**src/rtl/cla_seq_pkg.sv**
```systemverilog
// Shared definitions for the CLA word sequencer.
//   - state_e    : sequencer FSM states (IDLE, RUN, DONE)
//   - DEF_SLICE_W / DEF_NUM_SLICES : default geometry (8-bit slice, 4 slices)
//   - idx_w()    : width of the slice index counter (clog2, minimum 1)
package cla_seq_pkg;

  typedef enum logic [1:0] {
    IDLE = 2'd0,
    RUN  = 2'd1,
    DONE = 2'd2
  } state_e;

  localparam int DEF_SLICE_W    = 8;
  localparam int DEF_NUM_SLICES = 4;

  // Slice index width; a single-slice word still needs a 1-bit counter.
  function automatic int idx_w(input int n);
    if (n <= 1) begin
      return 1;
    end else begin
      return $clog2(n);
    end
  endfunction

endpackage

```
**src/rtl/cla_word_sequencer_slice.sv**
```systemverilog
// cla_slice: SLICE_W-bit combinational carry-lookahead adder slice.
// Ports:
//   a, b  [SLICE_W-1:0] in  : slice operands
//   cin               in  : slice carry-in
//   sum   [SLICE_W-1:0] out : slice sum
//   cout  [SLICE_W-1:0] out : carry out of every bit (cout[i] = carry into bit i+1)
module cla_slice
  import cla_seq_pkg::*;
#(
  parameter int SLICE_W = DEF_SLICE_W
) (
  input  logic [SLICE_W-1:0] a,
  input  logic [SLICE_W-1:0] b,
  input  logic               cin,
  output logic [SLICE_W-1:0] sum,
  output logic [SLICE_W-1:0] cout
);

  logic [SLICE_W-1:0] p_s;
  logic [SLICE_W-1:0] g_s;

  assign p_s = a ^ b;
  assign g_s = a & b;

  // Lookahead carries: c[i] = g[i] | p[i]g[i-1] | ... | p[i..0]cin, flattened per bit.
  always_comb begin : carry_chain
    logic acc_s;
    logic prop_s;
    cout = {SLICE_W{1'b0}};
    for (int i = 0; i < SLICE_W; i++) begin
      acc_s  = g_s[i];
      prop_s = p_s[i];
      for (int j = i - 1; j >= 0; j--) begin
        acc_s  = acc_s | (prop_s & g_s[j]);
        prop_s = prop_s & p_s[j];
      end
      cout[i] = acc_s | (prop_s & cin);
    end
  end

  // Sum bit i uses the carry into bit i (cin for bit 0).
  always_comb begin
    sum = {SLICE_W{1'b0}};
    for (int i = 0; i < SLICE_W; i++) begin
      if (i == 0) begin
        sum[i] = p_s[i] ^ cin;
      end else begin
        sum[i] = p_s[i] ^ cout[i-1];
      end
    end
  end

endmodule

```
**src/rtl/cla_word_sequencer.sv**
```systemverilog
// cla_word_sequencer: adds (or subtracts) two W-bit words by stepping one shared
// SLICE_W-bit CLA slice across NUM_SLICES slices, carrying between cycles.
// Optional feature macro: CLA_SEQ_SUB_EN (subtraction via sub port); when undefined
// the sub port is ignored and no operand inversion is built.
// Ports:
//   clk, rst_n          : clock, asynchronous active-low reset
//   in_valid/in_ready   : operand handshake (in_ready only in IDLE)
//   A, B, Cin, sub      : operands, sampled at accept
//   out_valid/out_ready : result handshake (out_valid only in DONE)
//   Sum, Cout, Ovf      : registered result, carry out of MSB, signed overflow
module cla_word_sequencer
  import cla_seq_pkg::*;
#(
  parameter int SLICE_W    = DEF_SLICE_W,
  parameter int NUM_SLICES = DEF_NUM_SLICES
) (
  input  logic                          clk,
  input  logic                          rst_n,
  input  logic                          in_valid,
  output logic                          in_ready,
  input  logic [SLICE_W*NUM_SLICES-1:0] A,
  input  logic [SLICE_W*NUM_SLICES-1:0] B,
  input  logic                          Cin,
  input  logic                          sub,
  output logic                          out_valid,
  input  logic                          out_ready,
  output logic [SLICE_W*NUM_SLICES-1:0] Sum,
  output logic                          Cout,
  output logic                          Ovf
);

  localparam int W  = SLICE_W * NUM_SLICES;
  localparam int IW = idx_w(NUM_SLICES);
  localparam logic [IW-1:0] K_LAST = IW'(NUM_SLICES - 1);

  state_e          state_q, state_d;
  logic [W-1:0]    a_q, a_d;
  logic [W-1:0]    b_q, b_d;
  logic [W-1:0]    sum_q, sum_d;
  logic            carry_q, carry_d;
  logic [IW-1:0]   k_q, k_d;
  logic            cout_q, cout_d;
  logic            ovf_q, ovf_d;

  logic [SLICE_W-1:0] a_sl_s;
  logic [SLICE_W-1:0] b_sl_s;
  logic [SLICE_W-1:0] slice_sum_s;
  logic [SLICE_W-1:0] slice_cout_s;
  logic               unused_cout_s;

  assign a_sl_s = a_q[k_q*SLICE_W +: SLICE_W];
  assign b_sl_s = b_q[k_q*SLICE_W +: SLICE_W];

  cla_slice #(.SLICE_W(SLICE_W)) u_slice (
    .a    (a_sl_s),
    .b    (b_sl_s),
    .cin  (carry_q),
    .sum  (slice_sum_s),
    .cout (slice_cout_s)
  );

  // Only the top two per-bit carries feed the sequencer; the rest are informational.
  assign unused_cout_s = ^slice_cout_s;

`ifndef CLA_SEQ_SUB_EN
  logic unused_sub_s;
  assign unused_sub_s = sub;
`endif

  // Next-state, operand capture and per-slice result update.
  always_comb begin
    state_d = state_q;
    a_d     = a_q;
    b_d     = b_q;
    sum_d   = sum_q;
    carry_d = carry_q;
    k_d     = k_q;
    cout_d  = cout_q;
    ovf_d   = ovf_q;
    case (state_q)
      IDLE: begin
        if (in_valid) begin
          a_d = A;
`ifdef CLA_SEQ_SUB_EN
          // A - B computed as A + ~B + 1; Cin is ignored for subtraction.
          if (sub) begin
            b_d     = ~B;
            carry_d = 1'b1;
          end else begin
            b_d     = B;
            carry_d = Cin;
          end
`else
          b_d     = B;
          carry_d = Cin;
`endif
          k_d     = {IW{1'b0}};
          state_d = RUN;
        end else begin
          state_d = IDLE;
        end
      end
      RUN: begin
        sum_d[k_q*SLICE_W +: SLICE_W] = slice_sum_s;
        carry_d = slice_cout_s[SLICE_W-1];
        if (k_q == K_LAST) begin
          cout_d  = slice_cout_s[SLICE_W-1];
          ovf_d   = slice_cout_s[SLICE_W-1] ^ slice_cout_s[SLICE_W-2];
          k_d     = {IW{1'b0}};
          state_d = DONE;
        end else begin
          k_d     = k_q + {{(IW-1){1'b0}}, 1'b1};
          state_d = RUN;
        end
      end
      DONE: begin
        if (out_ready) begin
          state_d = IDLE;
        end else begin
          state_d = DONE;
        end
      end
      default: begin
        state_d = IDLE;
      end
    endcase
  end

  // State and datapath registers; reset discards any in-flight operation.
  always_ff @(posedge clk or negedge rst_n) begin
    if (!rst_n) begin
      state_q <= IDLE;
      a_q     <= {W{1'b0}};
      b_q     <= {W{1'b0}};
      sum_q   <= {W{1'b0}};
      carry_q <= 1'b0;
      k_q     <= {IW{1'b0}};
      cout_q  <= 1'b0;
      ovf_q   <= 1'b0;
    end else begin
      state_q <= state_d;
      a_q     <= a_d;
      b_q     <= b_d;
      sum_q   <= sum_d;
      carry_q <= carry_d;
      k_q     <= k_d;
      cout_q  <= cout_d;
      ovf_q   <= ovf_d;
    end
  end

  assign in_ready  = (state_q == IDLE);
  assign out_valid = (state_q == DONE);
  assign Sum       = sum_q;
  assign Cout      = cout_q;
  assign Ovf       = ovf_q;

endmodule

```
**config.mk**
```make
export PLATFORM = sky130hd
export DESIGN_NAME = cla_word_sequencer
export DESIGN_NICKNAME = d
export VERILOG_FILES = /design/src/rtl/cla_seq_pkg.sv /design/src/rtl/cla_word_sequencer_slice.sv /design/src/rtl/cla_word_sequencer.sv
export SDC_FILE = /design/constraint.sdc
export NUM_CORES = 1
export LEC_CHECK = 0
export CORE_AREA = 2 2 101 103
export CTS_BUF_LIST = sky130_fd_sc_hd__clkbuf_16
export CTS_CLUSTER_DIAMETER = 120
export DETAILED_ROUTE_END_ITERATION = 12
export DIE_AREA = 0 0 103 105
export GPL_ROUTABILITY_DRIVEN = 0
export PLACE_DENSITY = 0.79
export SLEW_MARGIN = 20
export SYNTH_ARGS = -nofsm -noshare
export SYNTH_HDL_FRONTEND = slang
export SYNTH_HIERARCHICAL = 1
export SYNTH_SLANG_ARGS = --single-unit
```
**constraint.sdc**
```tcl
create_clock -name clk -period 3.4 [get_ports clk]
set_input_delay 0.68 -clock clk [delete_from_list [all_inputs] [get_ports clk]]
set_output_delay 0.68 -clock clk [all_outputs]
set_load 0.03 [all_outputs]
```
### Yosys cells after proc, flatten, opt, wreduce, memory -nomap -nowiden

Index checks and enable logic that the tools add are counted.

| word-level totals | value |
|---|---|
| flip-flop bits (word level) | 103 |
| bits of input ports | 70 |
| output and inout port bits | 36 |
| logic and storage cells | 144 |

| operators by class | value |
|---|---|
| add/sub/neg operators | 2 |
| equal/unequal tests | 4 |
| shift operators | 4 |
| mux-type cells | 10 |
| bitwise operators | 111 |
| reductions and logical operators | 5 |

Operator list:

| operator | number |
|---|---|
| 1-bit AND | 64 |
| 32-bit by 6-bit indexed part select with 8-bit output | 2 |
| 1-bit bitwise OR | 36 |
| 5-bit negation with 34-bit output | 1 |
| 8-bit by 34-bit variable shift with 32-bit output (first input constant) | 1 |
| 8-bit by 34-bit indexed part select with 32-bit output | 1 |
| 32-bit bitwise mux | 1 |
| 1-bit bitwise XOR | 9 |
| 8-bit AND | 1 |
| 2-bit 2-to-1 mux | 4 |
| 8-bit bitwise XOR | 1 |
| 2-bit one-hot mux with 3 select lines | 1 |
| 2-bit AND reduction | 3 |
| 2-bit equality test (second input constant) | 2 |
| 2-bit one-hot mux with 2 select lines | 1 |
| 2-bit by 1-bit adder with 2-bit output (second input constant) | 1 |
| 2-bit by 1-bit equality test with 1-bit output (second input constant) | 1 |
| 2-bit logical NOT | 1 |
| 1-bit 2-to-1 mux | 2 |
| 2-bit != test (second input constant) | 1 |
| 1-bit one-hot mux with 2 select lines | 1 |
| 2-bit nonzero test | 1 |

### Depth between registers and ports, before layout

| logic depth | value |
|---|---|
| depth after elaboration | 13 |
| gate-level depth with buffers | 10 |
| gate-level depth less buffers | 8 |

### Modules after synthesis

Netlist, hierarchy kept.

Modules (own cells, without submodules):

| module | times used | cells each | area each (um^2) | sequential area each (um^2) |
|---|---|---|---|---|
| cla_word_sequencer | 1 | 303 | 4410.5 | 2577.5 |
| cla_slice | 1 | 51 | 422.9 | 0.0 |

### Worst setup path before layout

OpenSTA, ideal clock, no wires.

| timing path | value |
|---|---|
| path kind | register -> register |
| from | register k_q[0] |
| to | register ovf_q (netlist: Ovf) |
| setup time | 0.125 ns |
| arrival time | 2.774 ns |
| required time | 3.275 ns |
| path slack | 0.502 ns |
| stages on the path, launching flop included | 10 |
| path buffers | 1 |
| clock period less this slack | 2.898 ns |
| path through | dfrtp_1 > buf_2 > mux4_2 > ha_1 > a211o_1 > o211ai_2 > o211ai_4 > a31o_1 > xor2_1 > mux2_2 |

| between the ends | value |
|---|---|
| elaborated cells on any way between the ends | 50 |
| classes of those cells | 1 x eq/ne; 2 x shift; 46 x bitwise; 1 x reduce/logical |

RTL lines:

| what | line | source |
|---|---|---|
| start: declaration | cla_word_sequencer.sv:41 | `logic [IW-1:0] k_q, k_d;` |
| start signal: assignment | cla_word_sequencer.sv:137 | `k_q <= {IW{1'b0}};` |
| start signal: assignment | cla_word_sequencer.sv:146 | `k_q <= k_d;` |
| 32-bit by 6-bit indexed part select with 8-bit output * | cla_word_sequencer.sv:52 | `assign b_sl_s = b_q[k_q*SLICE_W +: SLICE_W];` |
| via b_sl_s[3] | cla_word_sequencer.sv:46 | `logic [SLICE_W-1:0] b_sl_s;` |
| 8-bit AND / 8-bit bitwise XOR (equally long branches) | cla_word_sequencer_slice.sv:23, cla_word_sequencer_slice.sv:22 |  |
| 1-bit AND (on tied branches) | cla_word_sequencer_slice.sv:34, cla_word_sequencer_slice.sv:35 |  |
| 1-bit bitwise OR, or another cell as far along (3 in a row) | cla_word_sequencer_slice.sv:34 | `acc_s = acc_s \| (prop_s & g_s[j]);` |
| 1-bit bitwise OR / 1-bit AND (equally long branches) | cla_word_sequencer_slice.sv:34, cla_word_sequencer_slice.sv:37 |  |
| 1-bit bitwise OR * | cla_word_sequencer_slice.sv:37 | `cout[i] = acc_s \| (prop_s & cin);` |
| via slice_cout_s[7] | cla_word_sequencer.sv:48 | `logic [SLICE_W-1:0] slice_cout_s;` |
| 1-bit bitwise XOR * | cla_word_sequencer.sv:108 | `ovf_d = slice_cout_s[SLICE_W-1] ^ slice_cout_s[SLICE_W-2];` |
| end signal: assignment | cla_word_sequencer.sv:148 | `ovf_q <= ovf_d;` |
| end: declaration | cla_word_sequencer.sv:43 | `logic ovf_q, ovf_d;` |

Mark *: on every way through the listed nets, which the timed path passes. The rest lies on a longest branch.
A chain may end at the register's enable or synchronous reset.

### Worst setup path in the final report

| timing path | value |
|---|---|
| from | register k_q[0] |
| to | register sum_q[5] (netlist: Sum[5]) |

| between the ends | value |
|---|---|
| elaborated cells on any way between the ends | 93 |
| classes of those cells | 1 x add/sub; 4 x shift; 1 x mux; 87 x bitwise |

RTL lines:

| what | line | source |
|---|---|---|
| 32-bit by 6-bit indexed part select with 8-bit output * | cla_word_sequencer.sv:51 | `assign a_sl_s = a_q[k_q*SLICE_W +: SLICE_W];` |
| via a_sl_s[3] | cla_word_sequencer.sv:45 | `logic [SLICE_W-1:0] a_sl_s;` |
| 8-bit AND / 8-bit bitwise XOR (equally long branches) | cla_word_sequencer_slice.sv:23, cla_word_sequencer_slice.sv:22 |  |
| 1-bit AND (on tied branches) | cla_word_sequencer_slice.sv:34, cla_word_sequencer_slice.sv:35 |  |
| 1-bit bitwise OR, or another cell as far along (3 in a row) | cla_word_sequencer_slice.sv:34 |  |
| 1-bit bitwise OR / 1-bit AND (equally long branches) | cla_word_sequencer_slice.sv:34, cla_word_sequencer_slice.sv:37 |  |
| 1-bit bitwise OR * | cla_word_sequencer_slice.sv:37 |  |
| 1-bit bitwise XOR * | cla_word_sequencer_slice.sv:48 | `sum[i] = p_s[i] ^ cout[i-1];` |
| via slice_sum_s[5] | cla_word_sequencer.sv:47 | `logic [SLICE_W-1:0] slice_sum_s;` |
| 8-bit by 34-bit indexed part select with 32-bit output * | cla_word_sequencer.sv:104 | `sum_d[k_q*SLICE_W +: SLICE_W] = slice_sum_s;` |
| 32-bit bitwise mux * | cla_word_sequencer.sv:104 |  |
| end signal: assignment | cla_word_sequencer.sv:135 | `sum_q <= {W{1'b0}};` |
| end signal: assignment | cla_word_sequencer.sv:144 | `sum_q <= sum_d;` |
| end: declaration | cla_word_sequencer.sv:39 | `logic [W-1:0] sum_q, sum_d;` |

Marks and branches as above.

==> flow_metrics.tcl <==
set metrics [dict create \
    hold_class "in -> async" \
    num_vias 3206 \
    cts_resized 0 \
    coreArea_um2 9640 \
    m1WireLength_mm 4.32 \
    grt_antenna_before_repair 0 \
    cp.required_ns 3.64 \
    worst_pin_slew_ns 0.822 \
    setup_viol 0 \
    final_nets 540 \
    critical_path.top_delay_family "compound AO/OA/AOI/OAI gates" \
    clockRootBuffer "clkbuf_16" \
    die_w_um 103 \
    dieArea_um2 10800 \
    slew_violations 0 \
    cts_tree "yes" \
    clk_latency_ns 0.34 \
    gr-total-overflow 0 \
    status "completed" \
    ir_drop_mv 0.562 \
    p_per_area_nw_per_um2 1190 \
    area.sequential_um2 2580 \
    fillers 738 \
    crit_path_end_kind "flip-flop" \
    clkSlewWorstSetupHoldPaths_ns 0.07 \
    wl_met3_um 755 \
    drtIter0Drc 93 \
    reg2reg_slack_ns 0.41 \
    rsz0062_at_grt "false" \
    vias_per_cell 5.41 \
    cp_max_fo 26 \
    cp_slowest_cell "mux4_2" \
    finalSetupTns_ns 0 \
    synth.avg_cell_area_um2 13.7 \
    die_y_um 105 \
    cpPeakStageDelay_ns 0.54 \
    synth.net_count 437 \
    fp-row-count 36 \
    grt_max_degree 67 \
    wl_met2_mm 5.09 \
    min_period_ns 2.99 \
    postCtsSetupRepairBufs 0 \
    track_usage_pct 20.3 \
    ctsHoldBuffers 0 \
    h-tree-depth 3 \
    area_growth_pct 30.3 \
    top_layer "met4" \
    layout.cells.non_filler 593 \
    total_power_mw 7.49 \
    place.port_buffers 104 \
    arrival_ns 3.24 \
    cp-start-kind "flip-flop" \
    ant_nets 0 \
    drc 0 \
    hpwl_mm 7.45 \
    cap_viol_max_count 0 \
    diodes 0 \
    fmax_mhz 334 \
    routed_wl_mm 10.3 \
    numCtsBuffers 9 \
    drt-pass1-iter-count 4 \
    crit_chain "buf_12 > mux4_2 > ha_1 > a211o_1 > o211ai_2 > o21ai_0 > a21oi_1 > nand2_1 > o21ai_0" \
    dp_cells 577 \
    placed_cell_area_um2 6020 \
    grt_pass1_vias 3367 \
    post_drt_wl_per_cell_um 17.4 \
    drive_above_1_share_pct 24.8 \
    path_class "reg -> reg" \
    initial_core_util_pct 50.0 \
    final_area_um2 6290 \
    synth_area_um2 4820 \
    grt_pass1_wl_mm 16.8 \
    cts.sinks 103 \
    ios 106 \
    yosys_warnings 6 \
    hold_violations 0 \
    period_share_pct 88.0 \
    fin_skew_ns 0.00760 \
    slew_headroom_pct 45.2 \
    synthCells 352 \
    crit_top_cell "o21ai_0" \
    multi_input_area_um2 2120 \
    cellLeakagePower_nw 2.63 \
    clk_path_buf_depth 2 \
    critPathBufInv 1 \
]
==> layout by cell type, fill, tap and decap left out, types with 9 or more instances in the layout <==
master / count
inv_1: 11
o21ai_0: 20
mux2_2: 66
mux4_2: 16
clkbuf_16: 9
clkdlybuf4s50_1: 103
ha_1: 14
a22o_1: 16
nand2_1: 38
dfrtp_1: 103
==> power by group <==
group / leakage (nW) / internal, mW / switching [mW] / total [mW]
Combinational: 1.22 / 1.96 / 2.49 / 4.45
Clock: 0.130 / 0.490 / 0.443 / 0.932
Sequential: 1.28 / 1.79 / 0.315 / 2.10
==> final timing paths <==
| kind | cells after the start | startpoint | to |
|---|---|---|---|
| worst max-delay path | 9 | k_q[0]$_DFFE_PN0P_ | Sum[5]$_DFFE_PN0P_ |
| worst min-delay path | 1 | rst_n | a_q[9]$_DFFE_PN0P_ |
| worst max register to register | 9 | k_q[0]$_DFFE_PN0P_ | Sum[5]$_DFFE_PN0P_ |
| worst min register to register | 2 | Sum[11]$_DFFE_PN0P_ | Sum[11]$_DFFE_PN0P_ |
| max in group asynchronous | 2 | rst_n | b_q[14]$_DFFE_PN0P_ |
| min in group clk | 2 | Sum[11]$_DFFE_PN0P_ | Sum[11]$_DFFE_PN0P_ |
==> area by class of cell <==
| type | instances | area share, % |
|---|---|---|
| repair buffers | 109 | 17.7 |
| inverters | 10 | 0.597 |
| clock buffers | 9 | 3.58 |
| clock inverters | 7 | 0.657 |
| well taps | 133 | 2.65 |
| flip-flops and latches | 103 | 41.0 |
| multi-input cells | 222 | 33.8 |
==> flip-flops by register name (all words and copies together), names as in the netlist <==
| signal | count |
|---|---|
| carry_q | 1 |
| k_q | 2 |
| Sum | 32 |
| state_q | 2 |
| Ovf | 1 |
| b_q | 32 |
| Cout | 1 |
| a_q | 32 |
==> metal layers <==
metal,GRT usage [%],vias up
met5,0,-
met4,7.42,0
met3,5.69,11
met2,32.8,98
met1,25.9,1600
li1,-,1497
==> worst reg2reg max path, stage by stage (launching register included) <==
cell,delay [ns]
dfrtp_1,0.37
buf_12,0.22
mux4_2,0.55
ha_1,0.39
a211o_1,0.33
o211ai_2,0.15
o21ai_0,0.19
a21oi_1,0.42
nand2_1,0.08
o21ai_0,0.19
==> per-stage QoR <==
stage          util, %  hold slack (ns)  setup slack (ns)
2_1_floorplan        -            0.384             0.502
3_3_place_gp      62.4            0.460             0.515
3_5_place_dp      62.4            0.470             0.419
4_1_cts           65.2            0.473             0.390
5_1_grt           65.2            0.508             0.150
6_report          65.2            0.423             0.409
No activity file was read; power rests on OpenSTA's default activity.
